**config.mk**
```make
export PLATFORM = sky130hd
export DESIGN_NAME = display_arbiter
export DESIGN_NICKNAME = d
export VERILOG_FILES = /design/src/rtl/display_arbiter.sv
export SDC_FILE = /design/constraint.sdc
export NUM_CORES = 1
export LEC_CHECK = 0
export CAP_MARGIN = 20
export CORE_ASPECT_RATIO = 0.75
export CORE_MARGIN = 1.5
export CORE_UTILIZATION = 40
export DETAILED_ROUTE_END_ITERATION = 8
export MAX_ROUTING_LAYER = met4
export PLACE_DENSITY_LB_ADDON = 0.25
export SETUP_SLACK_MARGIN = 0.15
export SLEW_MARGIN = 25
export SYNTH_ARGS = -nofsm -noshare
export SYNTH_HDL_FRONTEND = slang
export SYNTH_SLANG_ARGS = --single-unit
export TNS_END_PERCENT = 1
```
**constraint.sdc**
```tcl
create_clock -name clk -period 3.9 [get_ports clk]
set_clock_uncertainty 0.1 [all_clocks]
set_input_delay 0.585 -clock clk [delete_from_list [all_inputs] [get_ports clk]]
set_output_delay 0.585 -clock clk [all_outputs]
set_load 0.01 [all_outputs]
```
**src/rtl/display_arbiter.sv**
```systemverilog
// display_arbiter
// Time-shares the 4-digit seven-segment display between three requesters
// (bit 2 = alerts, highest priority; bit 0 = background, lowest). One owner
// at a time holds the screen for a minimum number of ticks; after that the
// owner can be preempted by a higher request or released when it drops req.
// The owner's frame can optionally blink.
//
// Ports:
//   clk            system clock
//   rst_n          synchronous active-low reset
//   req[2:0]       per-requester request, bit 2 highest priority
//   frame0..2      per-requester 4-digit frame, [6:0]=digit0 .. [27:21]=digit3
//   blink[2:0]     per-requester blink enable, used live while granted
//   grant[2:0]     one-hot current owner, 0 when idle
//   busy           grant != 0
//   done           one-cycle pulse on the cycle a grant ends or moves
//   digit0..3      segment patterns to the scanner, 0 = blank
module display_arbiter #(
  parameter int TICK_DIV    = 27000,
  parameter int HOLD_TICKS  = 1500,
  parameter int BLINK_TICKS = 250
) (
  input  logic        clk,
  input  logic        rst_n,
  input  logic [2:0]  req,
  input  logic [27:0] frame0,
  input  logic [27:0] frame1,
  input  logic [27:0] frame2,
  input  logic [2:0]  blink,
  output logic [2:0]  grant,
  output logic        busy,
  output logic        done,
  output logic [6:0]  digit0,
  output logic [6:0]  digit1,
  output logic [6:0]  digit2,
  output logic [6:0]  digit3
);

  localparam int TCNT_W = $clog2(TICK_DIV + 1);
  localparam int HOLD_W = $clog2(HOLD_TICKS + 1);
  localparam int BLNK_W = $clog2(BLINK_TICKS + 1);

  localparam logic [TCNT_W-1:0] TICK_LAST  = TCNT_W'(TICK_DIV - 1);
  localparam logic [HOLD_W-1:0] HOLD_LOAD  = HOLD_W'(HOLD_TICKS);
  localparam logic [BLNK_W-1:0] BLINK_LAST = BLNK_W'(BLINK_TICKS - 1);

  typedef enum logic [1:0] {S_IDLE, S_LOCKED, S_OPEN} state_t;

  state_t              state, state_nxt;
  logic [TCNT_W-1:0]   tick_cnt;
  logic                tick;
  logic [HOLD_W-1:0]   hold_cnt, hold_dec;
  logic [BLNK_W-1:0]   blink_cnt;
  logic                blink_hide;
  logic [2:0]          grant_nxt;
  logic                new_grant;
  logic                done_nxt;
  logic [27:0]         frame_p1;
  logic                show;

  // One-hot of the highest set request bit.
  function automatic logic [2:0] highest(input logic [2:0] r);
    if (r[2])      return 3'b100;
    else if (r[1]) return 3'b010;
    else if (r[0]) return 3'b001;
    else           return 3'b000;
  endfunction

  // Request bits that outrank the one-hot owner g.
  function automatic logic [2:0] higher_mask(input logic [2:0] g);
    return {g[1] | g[0], g[0], 1'b0};
  endfunction

  function automatic logic [27:0] frame_sel(input logic [2:0] g,
                                            input logic [27:0] f0,
                                            input logic [27:0] f1,
                                            input logic [27:0] f2);
    unique case (g)
      3'b100:  return f2;
      3'b010:  return f1;
      3'b001:  return f0;
      default: return 28'd0;
    endcase
  endfunction

  assign tick     = (tick_cnt == TICK_LAST);
  assign hold_dec = (tick && hold_cnt != '0) ? hold_cnt - HOLD_W'(1) : hold_cnt;

  always_comb begin
    state_nxt = state;
    grant_nxt = grant;
    new_grant = 1'b0;
    unique case (state)
      S_IDLE: begin
        if (|req) begin
          grant_nxt = highest(req);
          new_grant = 1'b1;
          state_nxt = S_LOCKED;
        end
      end
      // Leave LOCKED on the same edge the last hold tick lands, so OPEN
      // arbitrates on the very next cycle.
      S_LOCKED: begin
        if (hold_dec == '0) state_nxt = S_OPEN;
      end
      // Preemption and release both hand the screen to the highest pending
      // request; preemption wins even if the owner drops req in that cycle.
      S_OPEN: begin
        if ((|(req & higher_mask(grant))) || !(|(req & grant))) begin
          if (|req) begin
            grant_nxt = highest(req);
            new_grant = 1'b1;
            state_nxt = S_LOCKED;
          end else begin
            grant_nxt = 3'b000;
            state_nxt = S_IDLE;
          end
        end
      end
      default: begin
        grant_nxt = 3'b000;
        state_nxt = S_IDLE;
      end
    endcase
    done_nxt = (|grant) && (grant_nxt != grant);
  end

  // Stage p0 -> p1: control state, counters and grant
  always_ff @(posedge clk) begin
    if (!rst_n) begin
      state      <= S_IDLE;
      grant      <= 3'b000;
      done       <= 1'b0;
      tick_cnt   <= '0;
      hold_cnt   <= '0;
      blink_cnt  <= '0;
      blink_hide <= 1'b0;
    end else begin
      state    <= state_nxt;
      grant    <= grant_nxt;
      done     <= done_nxt;
      tick_cnt <= tick ? '0 : tick_cnt + TCNT_W'(1);
      // A tick on the grant edge is ignored by the freshly loaded counters.
      if (new_grant) begin
        hold_cnt   <= HOLD_LOAD;
        blink_cnt  <= '0;
        blink_hide <= 1'b0;
      end else begin
        hold_cnt <= hold_dec;
        if (tick && (|grant)) begin
          if (blink_cnt == BLINK_LAST) begin
            blink_cnt  <= '0;
            blink_hide <= ~blink_hide;
          end else begin
            blink_cnt <= blink_cnt + BLNK_W'(1);
          end
        end
      end
    end
  end

  // Stage p0 -> p1: latched frame; only meaningful while grant != 0
  always_ff @(posedge clk) begin
    if (new_grant)
      frame_p1 <= frame_sel(grant_nxt, frame0, frame1, frame2);
    else if (|(req & grant))
      frame_p1 <= frame_sel(grant, frame0, frame1, frame2);
  end

  // blink is used live so clearing it un-blanks immediately.
  assign show   = (|grant) && !((|(blink & grant)) && blink_hide);
  assign busy   = |grant;
  assign digit0 = show ? frame_p1[6:0]   : 7'd0;
  assign digit1 = show ? frame_p1[13:7]  : 7'd0;
  assign digit2 = show ? frame_p1[20:14] : 7'd0;
  assign digit3 = show ? frame_p1[27:21] : 7'd0;

endmodule
```
Word-level counts from Yosys, hierarchy flattened
Cells that the tools add are included.
{"block": "totals", "register_bits": 69, "input_bits": 92, "wordCells": 79}
{"block": "classes", "add_sub_neg": 3, "eq_ne": 14, "mux": 26, "bitwise_logic": 6, "n_reduce_logical": 21}
{"op": "case mux 28 bit (3 select lines)", "count": 2}
{"op": "two-way mux 28 bit", "count": 2}
{"op": "two-way mux 7 bit", "count": 4}
{"op": "two-way mux 11 bit", "count": 2}
{"op": "adder 15 x 1 -> 15 bit, second input constant", "count": 1}
{"op": "== test 15 bit, second input constant", "count": 1}
{"op": "two-way mux 3 bit", "count": 5}
{"op": "OR reduction 3 bit", "count": 5}
{"op": "zero test 11 bit", "count": 1}
{"op": "nonzero test 11 bit", "count": 1}
{"op": "subtractor 11 x 1 -> 11 bit, second input constant", "count": 1}
{"op": "bitwise AND 3 bit", "count": 3}
{"op": "case mux 3 bit (3 select lines)", "count": 1}
{"op": "adder 8 x 1 -> 8 bit, second input constant", "count": 1}
{"op": "== test 8 bit, second input constant", "count": 1}
{"op": "two-way mux 8 bit", "count": 1}
{"op": "== test 3 x 1 -> 1 bit, second input constant", "count": 2}
{"op": "== test 3 x 2 -> 1 bit, second input constant", "count": 2}
{"op": "== test 3 bit, second input constant", "count": 2}
{"op": "two-way mux 2 bit", "count": 3}
{"op": "!= test 2 bit, second input constant", "count": 3}
{"op": "case mux 2 bit (3 select lines)", "count": 1}
{"op": "logical AND 1 bit", "count": 5}
{"op": "two-way mux 1 bit", "count": 4}
{"op": "other kinds (13)", "count": 16}

Depth between registers and ports, before layout
Gate-level depths: netlist of the first run.
{"block": "depth", "word_depth": 9, "depth_mapped": 9, "ltp_nobuf": 8}

Worst setup path after synthesis of the first run
No wires, ideal clock.
{"block": "synth_path", "path_kind": "input to register", "startpoint": "in req[2]", "endpoint": "reg frame_p1[0], enable pin", "setup_time_ps": 385, "arrival_time_ps": 2521, "setup_slack_ps": 894, "cell_stages": 8, "n_path_buf": 3, "cell_sequence": "buf_6 a222oi_1 a211oi_4 nor2_2 o21ai_2 buf_2 buf_2 nand2_1"}
{"block": "synth_via", "elab_chain_cells": 7}
{"item": "start: declaration", "line": "25", "text": "input logic [2:0] req,"}
{"item": "bitwise AND 3 bit", "line": "109, 166"}
{"item": "OR reduction 3 bit", "line": "109, 166"}
{"item": "zero test 1 bit", "line": "109", "text": "if ((|(req & higher_mask(grant))) || !(|(req & grant))) begin"}
{"item": "logical OR 1 bit", "line": "109"}
{"item": "two-way mux 1 bit", "line": "109"}
{"item": "case mux 1 bit (2 select lines)", "line": "93", "text": "unique case (state)"}
{"item": "nonzero test 2 bit (no source line) (*)"}
{"item": "end signal: assignment", "line": "165", "text": "frame_p1 <= frame_sel(grant_nxt, frame0, frame1, frame2);"}
{"item": "end signal: assignment", "line": "167", "text": "frame_p1 <= frame_sel(grant, frame0, frame1, frame2);"}
{"item": "end: declaration", "line": "58", "text": "logic [27:0] frame_p1;"}
Mark *: on every way between the ends. The rest lies on a longest branch, timed or not.
A chain may end at the register's enable or synchronous reset.

Worst setup path in the final report of the first run
{"block": "layout_path", "startpoint": "in blink[1]", "endpoint": "out digit0[1]"}
{"block": "layout_via", "elab_chain_cells": 6}
{"item": "start: declaration", "line": "29", "text": "input logic [2:0] blink,"}
{"item": "bitwise AND 3 bit", "line": "171", "text": "assign show = (|grant) && !((|(blink & grant)) && blink_hide);"}
{"item": "OR reduction 3 bit", "line": "171"}
{"item": "logical AND 1 bit", "line": "171"}
{"item": "zero test 1 bit", "line": "171"}
{"item": "logical AND 1 bit", "line": "171"}
{"item": "two-way mux 7 bit", "line": "173", "text": "assign digit0 = show ? frame_p1[6:0] : 7'd0;"}
{"item": "end: declaration", "line": "33", "text": "output logic [6:0] digit0,"}
No other way between the ends.

==> results of run 1 <==
## per-stage QoR
stage                     instance area, um^2  util, %
after floorplan                          4380        -
after global placement                   5740     54.9
final                                    6070     58.1
after CTS                                6070     58.1
after global routing                     6070     58.1
after detailed placement                 5750     55.0
## registers in the layout, indices dropped and copies added, names as in the netlist
register	flops
frame_p1	28
tick_cnt	15
hold_cnt	11
blink_cnt	8
grant	3
state	2
blink_hide	1
done	1
## how the worst min path moves through the flow
stage	startpoint	end	slack (ns)	cells after the start
after floorplan	tick_cnt[0]	tick_cnt[0]	0.33	1
after global placement	tick_cnt[0]	tick_cnt[0]	0.35	1
after detailed placement	tick_cnt[0]	tick_cnt[0]	0.36	1
after CTS	tick_cnt[0]	tick_cnt[0]	0.37	1
after global routing	tick_cnt[0]	tick_cnt[0]	0.39	1
final	tick_cnt[0]	tick_cnt[0]	0.37	1
## kinds of logic after synthesis
family                     count (synthesis)
and+or+nand+nor                          187
buffers and inverters                     48
xor gates and xnor gates                  30
adders and majority gates                  5
AOI/OAI and AO/OA                        152
DFF                                       69
muxes                                      3
## worst max-delay path: stages
cell	delay [ns]
clkdlybuf4s50_1	0.40
a222oi_1	0.43
o21a_1	0.44
buf_4	0.27
and2_1	0.15
clkdlybuf4s50_1	0.54
## layout by cell type, fill, tap and decap left out, types with 4 or more instances in the layout
cell type,count
clkbuf_16,9
nor3_1,8
buf_4,11
clkdlybuf4s50_1,124
o21ai_0,33
a221o_1,28
nand2_1,46
xor2_1,14
xnor2_1,16
nor4_1,6
nand4_1,4
dfxtp_1,41
a22o_1,29
nand4b_1,4
nand3_1,12
a31oi_1,4
ha_1,5
a21oi_1,9
a22oi_1,28
nand4bb_1,4
nor2_1,45
edfxtp_1,28
and2_1,32
o31ai_1,4
inv_1,11
## metal layers
metal  share of wire (%)  routed length [um]  GRT usage [%]  up-vias
li1                    -                   -              -     2074
met1                  44                5670           30.1     2062
met2                  46                5960           36.4      210
met3                 8.0                1030           4.82       22
met4                 1.4                 184           8.43        0
met5                   0                   0              -        -
## power by group through the flow
stage | Clock, mW | Combinational [mW] | Sequential (mW)
2_1_floorplan | 0 | 0.296 | 0.871
3_5_place_dp | 0 | 0.552 | 0.887
6_report | 0.881 | 0.553 | 0.872
3_3_place_gp | 0 | 0.539 | 0.885
4_1_cts | 0.894 | 0.554 | 0.872
5_1_grt | 0.925 | 0.603 | 0.880
## layout make-up
class	instances	area, um^2
fill	893	4380
tap	136	170
inverter	12	45.0
clock inverter	6	86.3
sequential	69	1660
multi-input combinational	377	2540
clock buffer	10	239
timing repair buffer	136	1340
==> key figures, run 1 <==
Synthesis
  • Main combinational cell family by area after synthesis: compound AO/OA/AOI/OAI gates
  • Synth Area in Compound Gates: 26.6%
  • Top cells by count, synth: nand2_1, nor2_1, dfxtp_1
  • Mux contribution to synthesized area: 0.714%
  • Post-synth cell types: 55
  • Mapped cell area: 4380 um^2
  • Synth Register Bits: 69
  • Mapped Cells: 494
  • Area share of the largest cell type after synthesis: 19.2%
  • Mapped Nets: 591
  • Synth area leader: edfxtp_1
  • Post-synthesis simple-gate area fraction: 22.5%
  • Synthesis Warnings: 0
  • Synth Area in XOR/XNOR: 6.00%
  • Post-synth EDFFs: 28
  • Synth Area per Inst: 8.87 um^2
  • Adder-Cell Fraction of Synth Area: 1.43%
  • Top cells by area, synth: edfxtp_1, dfxtp_1, a221o_1, a22o_1, a22oi_1
  • Most common cell in the netlist: nand2_1
  • Register area share after synthesis: 37.9%
  • Ys flop type: dfxtp_1
  • Async S/R FF share, synth: 0%

Pwr
  • Tot Pwr: 2.31 mW
  • Combinational Power Share: 24.0%
  • Pwr dens: 380 nW/um^2
  • Switching power: 600 uW
  • Clock Power Share: 38.2%
  • Flop pwr share: 37.8%
  • Max VDD drop: 261 uV
  • Internal power: 1.71 mW
  • Lkg Pwr: 2.11 nW
  • Sw Share: 26.0%

Outcome
  • Status: complete, no violations

Clock tree
  • CTS H-tree depth: 3
  • CTS Buf Count: 9
  • Clk sink count: 69
  • Hold-fix buffers, CTS: 0
  • Worst skew pair latency: 0.33 ns
  • CTS tree: yes
  • Root Driver: clkbuf_16
  • Post-cts gate resize count: 0
  • Post CTS Setup Buffer Count: 0
  • Clock Tree Buf Depth: 2
  • CTS clk-pin slew, worst paths: 0.05 ns

Detailed routing
  • Vias post-DR: 4368
  • Post-DRT Antenna Nets: 0
  • Number of vias per cell: 5.86
  • DRT Pass-1 Iters: 6
  • Final wirelength: 12900 um
  • DRC viols: 0
  • Initial DRC count: 386
  • Wirelength per Cell: 17.2 um

Timing
  • Worst slew margin: 52.2%
  • Final slew viol count: 0
  • RSZ-0062 raised after global routing: false
  • Worst setup margin: 0.388 ns
  • Final setup vio count: 0
  • Hold Slack: 0.369 ns
  • Fmax: 285 MHz
  • Hold Vio Cnt, Final: 0
  • Setup TNS: 0 ns
  • Minimum clock period after layout: 3.51 ns
  • Slew @ Worst Pin: 0.712 ns
  • Period utilisation layout: 90.1%

Finish
  • Fin nets: 702
  • Layout cells sized above 1: 7.38%
  • Syn-to-layout area delta: 38.6%
  • Non-Filler Instances: 746
  • Diode count: 0

Setup path
  • Critical path type: in -> out
  • R2R cell count: 7
  • Reg2reg start: tick_cnt[0]
  • End point of the critical path: digit0[1]
  • Worst R2R End: state[0]
  • Worst Setup SP: blink[1]
  • R2R Setup Slk: 1.04 ns
  • CP max FO: 15
  • CP startpoint kind: input port
  • Worst EP required: 3.21 ns
  • CP arrival: 2.83 ns
  • Critical Path End Type: output port

Floorplanning
  • Initial core utilization: 41.9%
  • Placeable Area: 10500 um^2
  • Rows: 32
  • Io pins: 125
  • Die area: 11600 um^2
  • Die height: 93.6 um
  • Die X: 124 um

Place
  • Setup WS pre-CTS: 0.348 ns
  • HPWL after DPL: 9050 um
  • Placed cell count: 730
  • Placer Congestion: 0.817
  • IO Port Bufs: 124

Min path
  • Hold WC Path Type: reg -> reg

GRT
  • First-pass GRT wire length: 20500 um
  • GRT Util Overall: 23.4%
  • Largest net degree at the start of global routing: 39
  • Initial antenna violation count: 0
  • Vias in the first global route: 4277
  • Total gr overflow: 0

Job
  • Max-cap violation count: 0
(Power assumes the default switching activity.)
==> inputs of run 2 (changes only) <==
--- a/config.mk
+++ b/config.mk
@@ -9,5 +9,5 @@
 export CORE_ASPECT_RATIO = 0.75
 export CORE_MARGIN = 1.5
-export CORE_UTILIZATION = 40
+export CORE_UTILIZATION = 52
 export DETAILED_ROUTE_END_ITERATION = 8
 export MAX_ROUTING_LAYER = met4
==> constraint.sdc (replaced) <==
create_clock -name clk -period 4.5 [get_ports clk]
set_clock_uncertainty 0.1 [all_clocks]
set_input_delay 0.9 -clock clk [delete_from_list [all_inputs] [get_ports clk]]
set_output_delay 0.9 -clock clk [all_outputs]
set_load 0.01 [all_outputs]
==> key figures, run 2 (synthesized netlist as in run 1, its figures left out) <==
Detailed routing
  • DRT Pass-1 Iters: 5 (-1)
  • Metal-1 WL: 5430 um (-4.3%)
  • Number of vias per cell: 6.19 (+5.7%)
  • Vias post-DR: 4412 (+1.0%)
  • WL met2: 5880 um (-1.4%)
  • Post-DRT Antenna Nets: 0 (unchanged)
  • DRC viols: 0 (unchanged)
  • Initial DRC count: 396 (+2.6%)
  • Wirelength per Cell: 17.7 um (+2.7%)
  • Met3 WL: 1170 um (+13%)
  • Final wirelength: 12600 um (-1.8%)
  • Top Metal Used: met4

Timing
  • Minimum clock period after layout: 3.78 ns
  • Setup TNS: 0 ns (unchanged)
  • RSZ-0062 raised after global routing: false
  • Hold Vio Cnt, Final: 0 (unchanged)
  • Final slew viol count: 0 (unchanged)
  • Period utilisation layout: 84.0%
  • Worst setup margin: 0.720 ns (+0.332 ns)
  • Final setup vio count: 0 (unchanged)
  • Fmax: 265 MHz
  • Slew @ Worst Pin: 0.801 ns (+0.0889 ns)
  • Worst slew margin: 46.2% (-6.0 points)

Clock tree
  • CTS tree: yes
  • Post-cts gate resize count: 0 (unchanged)
  • Clock Tree Buf Depth: 2 (unchanged)
  • Post CTS Setup Buffer Count: 0 (unchanged)
  • Hold-fix buffers, CTS: 0 (unchanged)
  • CTS Buf Count: 9 (unchanged)
  • Clk sink count: 69 (unchanged)
  • CTS H-tree depth: 3 (unchanged)
  • Worst skew pair latency: 0.35 ns (+0.02 ns)
  • Root Driver: clkbuf_8
  • CTS clk-pin slew, worst paths: 0.07 ns (+0.02 ns)

Setup path
  • R2R cell count: 7 (unchanged)
  • Worst Setup SP: blink[1]
  • CP arrival: 2.78 ns (-0.05 ns)
  • R2R Setup Slk: 1.59 ns (+0.55 ns)
  • Critical path type: in -> out
  • Reg2reg start: tick_cnt[0]
  • Worst EP required: 3.50 ns (+0.29 ns)
  • CP startpoint kind: input port
  • CP max FO: 28 (+13)
  • Critical Path End Type: output port

Finish
  • Design Area, Final: 5870 um^2 (-3.3%)
  • Biggest regs: frame_p1: 28 flops, tick_cnt: 15 flops, hold_cnt: 11 flops
  • Area of the multi-input gates: 2530 um^2 (about the same)
  • Diode count: 0 (unchanged)
  • Syn-to-layout area delta: 34.1%
  • Most flop-heavy register: frame_p1
  • Max reg flops: 28 (unchanged)
  • Fin nets: 700 (-0.28%)
  • Most common cell after layout, fill and taps aside: clkdlybuf4s50_1
  • Fillers: 604 (-32%)
  • Reg area: 1660 um^2 (unchanged)
  • Layout cells sized above 1: 6.41% (-0.96 points)
  • Most frequent cells in the layout: clkdlybuf4s50_1, nand2_1, nor2_1, dfxtp_1, o21ai_0

Place
  • Instance area at placement: 5690 um^2 (-1.1%)
  • IO Port Bufs: 124 (unchanged)
  • Setup WS pre-CTS: 0.718 ns (+0.370 ns)
  • HPWL after DPL: 8850 um (-2.2%)
  • Placer Congestion: 0.910 (+11%)

Outcome
  • Status: complete, no violations

Pwr
  • Clock Power Share: 27.6% (-11 points)
  • Internal power: 1.23 mW (-28%)
  • Switching power: 477 uW (-20%)
  • Combinational Power Share: 27.8% (+3.8 points)
  • Max VDD drop: 200 uV (-24%)
  • Sw Share: 28.0% (+2.0 points)
  • Lkg Pwr: 2.04 nW (-3.6%)
  • Flop pwr share: 44.5% (+6.7 points)
  • Pwr dens: 290 nW/um^2 (-24%)

Min path
  • Hold WC Path Type: reg -> reg
  • Hold Path Cell Cnt: 1 (unchanged)
  • Worst hold start: tick_cnt[0]

GRT
  • Vias in the first global route: 3977 (-7.0%)
  • Initial antenna violation count: 0 (unchanged)
  • GRT Util Overall: 28.8% (+5.4 points)
  • First-pass GRT wire length: 19300 um (-5.7%)
  • Largest net degree at the start of global routing: 39 (unchanged)
  • Total gr overflow: 0 (unchanged)

Floorplanning
  • Io pins: 125 (unchanged)
  • Rows: 28 (-13%)
  • Die area: 8990 um^2 (-22%)
  • Die X: 109 um (-12%)
  • Die height: 82.5 um (-12%)
  • Initial core utilization: 54.6% (+13 points)
  • Placeable Area: 8020 um^2 (-23%)

Job
  • Max-cap violation count: 0 (unchanged)
## run 2: changes by cell type in the layout (fill, tap and decap cells not counted)
cell / delta
clkinv_4: -1
clkinvlp_4: -1
o21ai_4: -1
clkbuf_16: -8
bufinv_16: -2
nor2b_2: -1
clkbuf_1: +4
buf_4: -2
clkbuf_8: +9
o21ai_2: +1
nor2b_4: +1
clkinv_2: -1
## run 2: worst max-delay path, cell delays in order
cell and delay (ns):
clkdlybuf4s50_1 0.41, a222oi_1 0.33, o21a_1 0.15, buf_4 0.25, and2_1 0.20, clkdlybuf4s50_1 0.54
## run 2: path summary, 6_finish.rpt
kind | endpoint
setup / recovery | digit2[6]
hold / removal | tick_cnt[0]
setup reg to reg | state[0]
hold reg to reg | tick_cnt[0]
## run 2: per-layer routing
layer	vias to the layer above	track usage [%]
met5	-	-
met4	0	10.3
met3	15	4.87
met2	226	45.3
met1	2090	37.7
li1	2081	-
## run 2: cell type report
class,instances,share of cell area (%)
clock inverter,1,0.0852
timing repair buffer,134,22.5
inverter,12,0.767
sequential,69,28.3
multi-input combinational,377,43.1
clock buffer,15,3.02
tap,105,2.24
## run 2: stage by stage
| step | util [%] | total power, mW | instances | hold slack [ns] |
|---|---|---|---|---|
| floorplan | - | 1.01 | 494 | 0.330 |
| global placement | 70.7 | 1.22 | 696 | 0.345 |
| detailed placement | 70.9 | 1.24 | 697 | 0.373 |
| CTS | 73.2 | 1.71 | 713 | 0.386 |
| global route | 73.2 | 1.78 | 713 | 0.431 |
| finish | 73.2 | 1.70 | 713 | 0.380 |
## run 2: power groups by stage
| stage | sequential [mW] | combinational [mW] | clock [mW] |
|---|---|---|---|
| 6_report | 0.758 | 0.474 | 0.471 |
| 5_1_grt | 0.765 | 0.510 | 0.503 |
| 4_1_cts | 0.757 | 0.470 | 0.479 |
| 3_3_place_gp | 0.769 | 0.456 | 0 |
| 2_1_floorplan | 0.755 | 0.257 | 0 |
| 3_5_place_dp | 0.771 | 0.468 | 0 |
